--- src/rtl/glitch_free_clkdiv_mux.sv ---
// Purpose: NUM_CH programmable clock dividers on clk; one is steered glitch-free onto registered clk_out.
// Latency: a switch drains within div_old+1 cycles and parks within 2*(div_new+1) cycles. Backpressure: sel_ready is low outside RUN and requests are not queued.
// Option GLITCH_FREE_CLKDIV_MUX_SYNC_RESTART_EN: one-cycle park that restarts the new channel at the start of its low phase.
module glitch_free_clkdiv_mux #(
    parameter int NUM_CH    = 4,
    parameter int DIV_W     = 8,
    parameter int SEL_W     = 2,
    parameter int RESET_SEL = 0
) (
    input  logic                    clk,
    input  logic                    rst_n,
    input  logic [NUM_CH*DIV_W-1:0] div_cfg,
    input  logic [SEL_W-1:0]        sel,
    input  logic                    sel_valid,
    output logic                    sel_ready,
    output logic                    clk_out,
    output logic                    clk_rise,
    output logic [SEL_W-1:0]        cur_sel,
    output logic                    switch_done,
    output logic                    sel_err
);

    typedef enum logic [1:0] {
        S_RUN   = 2'd0,
        S_DRAIN = 2'd1,
        S_PARK  = 2'd2
    } state_t;

    localparam logic [SEL_W:0] LP_NUM_CH = (SEL_W + 1)'(NUM_CH);

    state_t            r_state;
    state_t            w_state_nxt;
    logic [SEL_W-1:0]  r_cur;
    logic [SEL_W-1:0]  w_cur_nxt;
    logic [SEL_W-1:0]  r_new;
    logic [SEL_W-1:0]  w_new_nxt;
    logic              r_clk_out;
    logic              w_clk_out_nxt;
    logic              r_clk_rise;
    logic              r_done;
    logic              w_done_nxt;
    logic              r_err;
    logic              w_err_nxt;
    logic [NUM_CH-1:0] w_ph;
    logic [NUM_CH-1:0] w_ph_nxt;
    logic [NUM_CH-1:0] w_fall;
    logic              w_ph_cur;
    logic              w_ph_nxt_cur;
    logic              w_fall_cur;
    logic              w_fall_new;
    logic              w_restart;

`ifdef GLITCH_FREE_CLKDIV_MUX_SYNC_RESTART_EN
    assign w_restart = (r_state == S_PARK);
`else
    assign w_restart = 1'b0;
`endif

    for (genvar g = 0; g < NUM_CH; g++) begin : g_ch
        logic [DIV_W-1:0] r_cnt;
        logic             r_ph;
        logic             w_hit;
        logic             w_force;

        // >= rather than == so a lowered divide ends the half-period at once instead of wrapping
        assign w_hit       = (r_cnt >= div_cfg[g*DIV_W +: DIV_W]);
        assign w_force     = w_restart && (r_new == SEL_W'(g));
        assign w_ph[g]     = r_ph;
        assign w_ph_nxt[g] = w_force ? 1'b0 : (r_ph ^ w_hit);
        assign w_fall[g]   = w_hit & r_ph;

        always_ff @(posedge clk or negedge rst_n) begin
            if (!rst_n) begin
                r_cnt <= '0;
                r_ph  <= 1'b0;
            end else if (w_force) begin
                r_cnt <= '0;
                r_ph  <= 1'b0;
            end else if (w_hit) begin
                r_cnt <= '0;
                r_ph  <= ~r_ph;
            end else begin
                r_cnt <= r_cnt + DIV_W'(1);
            end
        end
    end

    always_comb begin
        w_ph_cur     = 1'b0;
        w_ph_nxt_cur = 1'b0;
        w_fall_cur   = 1'b0;
        w_fall_new   = 1'b0;
        for (int i = 0; i < NUM_CH; i++) begin
            if (r_cur == SEL_W'(i)) begin
                w_ph_cur     = w_ph[i];
                w_ph_nxt_cur = w_ph_nxt[i];
                w_fall_cur   = w_fall[i];
            end
            if (r_new == SEL_W'(i)) begin
                w_fall_new = w_fall[i];
            end
        end
    end

    // clk_out is registered from the next-state phase so it stays cycle-aligned with ph[cur]
    always_comb begin
        w_state_nxt   = r_state;
        w_cur_nxt     = r_cur;
        w_new_nxt     = r_new;
        w_done_nxt    = 1'b0;
        w_err_nxt     = 1'b0;
        w_clk_out_nxt = w_ph_nxt_cur;
        case (r_state)
            S_RUN: begin
                if (sel_valid) begin
                    if ({1'b0, sel} >= LP_NUM_CH) begin
                        w_err_nxt = 1'b1;
                    end else if (sel != r_cur) begin
                        w_new_nxt = sel;
                        // a high phase ending this very cycle needs no drain
                        if (w_ph_cur && !w_fall_cur) begin
                            w_state_nxt = S_DRAIN;
                        end else begin
                            w_state_nxt   = S_PARK;
                            w_clk_out_nxt = 1'b0;
                        end
                    end
                end
            end
            S_DRAIN: begin
                if (w_fall_cur) begin
                    w_state_nxt = S_PARK;
                end
            end
            S_PARK: begin
                w_clk_out_nxt = 1'b0;
                if (w_restart || w_fall_new) begin
                    w_state_nxt = S_RUN;
                    w_cur_nxt   = r_new;
                    w_done_nxt  = 1'b1;
                end
            end
            default: begin
                w_state_nxt = S_RUN;
            end
        endcase
    end

    always_ff @(posedge clk or negedge rst_n) begin
        if (!rst_n) begin
            r_state    <= S_RUN;
            r_cur      <= SEL_W'(RESET_SEL);
            r_new      <= SEL_W'(RESET_SEL);
            r_clk_out  <= 1'b0;
            r_clk_rise <= 1'b0;
            r_done     <= 1'b0;
            r_err      <= 1'b0;
        end else begin
            r_state    <= w_state_nxt;
            r_cur      <= w_cur_nxt;
            r_new      <= w_new_nxt;
            r_clk_out  <= w_clk_out_nxt;
            r_clk_rise <= w_clk_out_nxt & ~r_clk_out;
            r_done     <= w_done_nxt;
            r_err      <= w_err_nxt;
        end
    end

    assign sel_ready   = (r_state == S_RUN);
    assign clk_out     = r_clk_out;
    assign clk_rise    = r_clk_rise;
    assign cur_sel     = r_cur;
    assign switch_done = r_done;
    assign sel_err     = r_err;

endmodule

--- config.mk ---
export PLATFORM = sky130hd
export DESIGN_NAME = glitch_free_clkdiv_mux
export DESIGN_NICKNAME = d
export VERILOG_FILES = /design/src/rtl/glitch_free_clkdiv_mux.sv
export SDC_FILE = /design/constraint.sdc
export NUM_CORES = 1
export LEC_CHECK = 0
export BUFFER_PORTS_ARGS = -buffer_cell sky130_fd_sc_hd__buf_2
export CAP_MARGIN = 10
export CORE_MARGIN = 1.5
export CORE_UTILIZATION = 35
export CTS_CLUSTER_SIZE = 25
export DETAILED_ROUTE_END_ITERATION = 7
export SYNTH_ARGS = -nofsm -noshare
export SYNTH_HDL_FRONTEND = slang
export SYNTH_SLANG_ARGS = --single-unit
--- constraint.sdc ---
create_clock -name clk -period 3.8 [get_ports clk]
set_clock_uncertainty 0.1 [all_clocks]
set_input_delay 0.57 -clock clk [delete_from_list [all_inputs] [get_ports clk]]
set_output_delay 0.57 -clock clk [all_outputs]
set_load 0.02 [all_outputs]
==> results_dict.tcl <==
set metrics [dict create \
    vias 1987 \
    drt_first_pass_iters 4 \
    p_leak_nw 1.73 \
    finalHoldViolCount 0 \
    tritoncts "done" \
    hp-class "in2async" \
    reg2reg_depth 12 \
    critical_path.max_fanout 10 \
    track_usage 0.123 \
    coreArea_mm2 0.00773 \
    post_cts_buffers 0 \
    place.gp.congestion 0.731 \
    netlist_area_mm2 0.00280 \
    drcViolationCount 0 \
    ctsHtreeMaxLevel 2 \
    clock_sinks 45 \
    syn_inst 281 \
    ctsHoldBuffers 0 \
    cts.clk_slew.worst_paths_ns 0.08 \
    routedWlPerCell_um 10.9 \
    fmax_ghz 0.340 \
    intPower_mw 1.28 \
    synth_cell_types 31 \
    crit_chain "inv_1, ha_1, nand2b_1, a211o_1, a21oi_1, o21ai_2, ha_1, mux4_2, nand2b_4, a21oi_2, nor2_1, nor3b_2" \
    path_class "reg2reg" \
    dieWidth_um 92.5 \
    critPathLaunchType "flop" \
    whs_ns 0.327 \
    clockPowerShare 0.176 \
    fin_setup_tns_ns 0 \
    dieArea_mm2 0.00855 \
    worstReg2RegStart "g_ch[2].r_cnt[0]" \
    syn_nets 358 \
    synth_ff_type "dfrtp_1" \
    antenna_left 0 \
    report.final.slew_viol_count 0 \
    numCtsBuffers 5 \
    cpPeakStageDelay_ns 0.48 \
    worst_pin_slew_ns 0.982 \
    swShare 0.384 \
    drt_wl_total_mm 4.71 \
    rsz0062_at_grt "no" \
    grt_max_degree 46 \
    cellPowerDensity_mw_per_mm2 638 \
    path_common_cell "ha_1" \
    cp_top_family "compound AO/OA/AOI/OAI gates" \
    dr.first_iter.drc_count 41 \
    hpwl_mm 3.65 \
    power_switching_mw 0.796 \
    die_y_um 92.5 \
    port_buffers 42 \
    max_cap_viol_count 0 \
    num_rows 32 \
    min_period_over_period 0.775 \
    grt-ovfl-total 0 \
    clk_latency_ns 0.30 \
    synth-edff-count 0 \
    antenna_found_initial 0 \
    nNetsFinal 406 \
    worstPathRequired_ns 3.92 \
    final-setup-viol-count 0 \
    ys_warn_count 0 \
    seq_power_share 0.434 \
    synth-seq-cells 45 \
    vdd_drop_max_uv 213 \
    cpMaxStageDelayCell "mux4_2" \
    r2r_slack_ns 0.86 \
    clockRootBuffer "clkbuf_8" \
    status "finished, final reports clean" \
    synthArstFlopShare 1.00 \
    cp.buffers_inverters 1 \
    combPwrFrac 0.391 \
    ioPinCount 44 \
    n_antenna_cell 0 \
    n_fill_cell 783 \
    vias_per_cell 4.60 \
    ctsResizeCount 0 \
    drive_above_1_share 0.185 \
    ys_top_cells_by_area "dfrtp_1, ha_1, xor2_1" \
    layout_min_cycle_time_ns 2.94 \
    grt_pass1_vias 1857 \
    start_util 0.363 \
    synth_top_area_share 0.402 \
    cp.arrival_ns 3.07 \
    synth.yosys.seq_area_share 0.402 \
    synth.avg_cell_area_um2 9.97 \
    synth.largest_area_cell "dfrtp_1" \
    grt_pass1_wl_mm 8.38 \
    cp-end-kind "flop" \
    area_delta_synth_final_pct 15.9 \
    slew_headroom 0.345 \
    r2r_end "clk_rise" \
    cts_buffer_depth 2 \
]
worst max path at each step:
stage | from | endpoint | cells past startpoint
global placement | div_cfg[16] | clk_rise | 12
finish | g_ch[2].r_cnt[0] | clk_rise | 12
detailed placement | div_cfg[16] | clk_rise | 12
global route | g_ch[2].r_cnt[0] | clk_rise | 12
CTS | g_ch[2].r_cnt[0] | clk_rise | 12
floorplan | div_cfg[24] | clk_rise | 11
logic make-up after synthesis:
group / count (synthesis) / share of synthesized area
flip-flops: 45 / 0.402
other: 1 / 0.00134
buffers and inverters: 39 / 0.0536
AND/OR/NAND/NOR: 90 / 0.155
adder cells (fa/ha/maj): 40 / 0.179
multiplexers: 6 / 0.0415
AO/OA/AOI/OAI: 30 / 0.0746
XOR/XNOR: 30 / 0.0938
cell usage after synthesis (all sizes together) (5+ instances only):
library cell / count
a21oi: 12
xor2: 23
ha: 40
dfrtp: 45
nand2: 11
o21ai: 5
and3: 8
nand2b: 5
xnor2: 7
inv: 38
nor2: 37
nand3: 20
layout by cell type, fill, tap and decap left out, drive strengths merged, types with 2 or more instances in the layout:
cell type / count
and3: 8
clkbuf: 5
o21a: 4
dfrtp: 45
xor2: 23
nand4: 4
xnor2: 7
a211oi: 3
mux4: 4
nand3: 20
o21ai: 5
mux2: 2
buf: 42
ha: 40
inv: 38
a21oi: 12
nand2b: 5
nor2: 37
nand2: 11
a211o: 4
nor3b: 2
worst reg2reg max path: cells and delay by family, from the launching register on:
kind,cells,cell delay [ns]
compound gates,4,0.76
simple gates,4,0.52
fa+ha+maj,2,0.50
mux,1,0.49
flops,1,0.44
buf+inv,1,0.07
power by group through the flow:
stage | Sequential (mW) | Clock, mW | Combinational [mW]
detailed placement | 0.913 | 0 | 0.824
global route | 0.938 | 0.397 | 0.956
floorplan | 0.862 | 0 | 0.638
finish | 0.899 | 0.364 | 0.809
CTS | 0.902 | 0.377 | 0.831
global placement | 0.911 | 0 | 0.794
metrics by stage:
step                total power, mW   util  std cells  area (um2)  worst slack (ns)
floorplan                      1.50      -        281        2800             0.956
CTS                            2.11  0.420        432        3250             0.821
finish                         2.07  0.420        432        3250             0.857
global route                   2.29  0.420        432        3250             0.625
detailed placement             1.74  0.405        424        3130             0.653
global placement               1.70  0.405        424        3130             0.692
state kept, by name, summed over array words and instances (netlist names):
| name | cells |
|---|---|
| g_ch.r_cnt | 32 |
| clk_out | 1 |
| r_state | 2 |
| cur_sel | 2 |
| clk_rise | 1 |
| r_new | 2 |
| switch_done | 1 |
| g_ch.r_ph | 4 |
cell type report:
cell class,count,area (um2),share of cell area
repair buffers,42,210,0.0647
well taps,102,128,0.0393
inverters,38,143,0.0439
flip-flops and latches,45,1130,0.347
multi-input cells,197,1530,0.470
clock buffers,5,68.8,0.0212
clock inverters,3,46.3,0.0143
per-layer routing:
| metal | vias up | track usage | wire length [um] | part of all wire |
|---|---|---|---|---|
| li1 | 1039 | - | - | - |
| met3 | 4 | 0.0320 | 195 | 0.041 |
| met1 | 909 | 0.175 | 2450 | 0.52 |
| met5 | - | 0 | 0 | 0 |
| met2 | 35 | 0.181 | 2000 | 0.43 |
| met4 | 0 | 0.0423 | 65 | 0.014 |
Note: power is estimated with default switching activity, not from simulation.
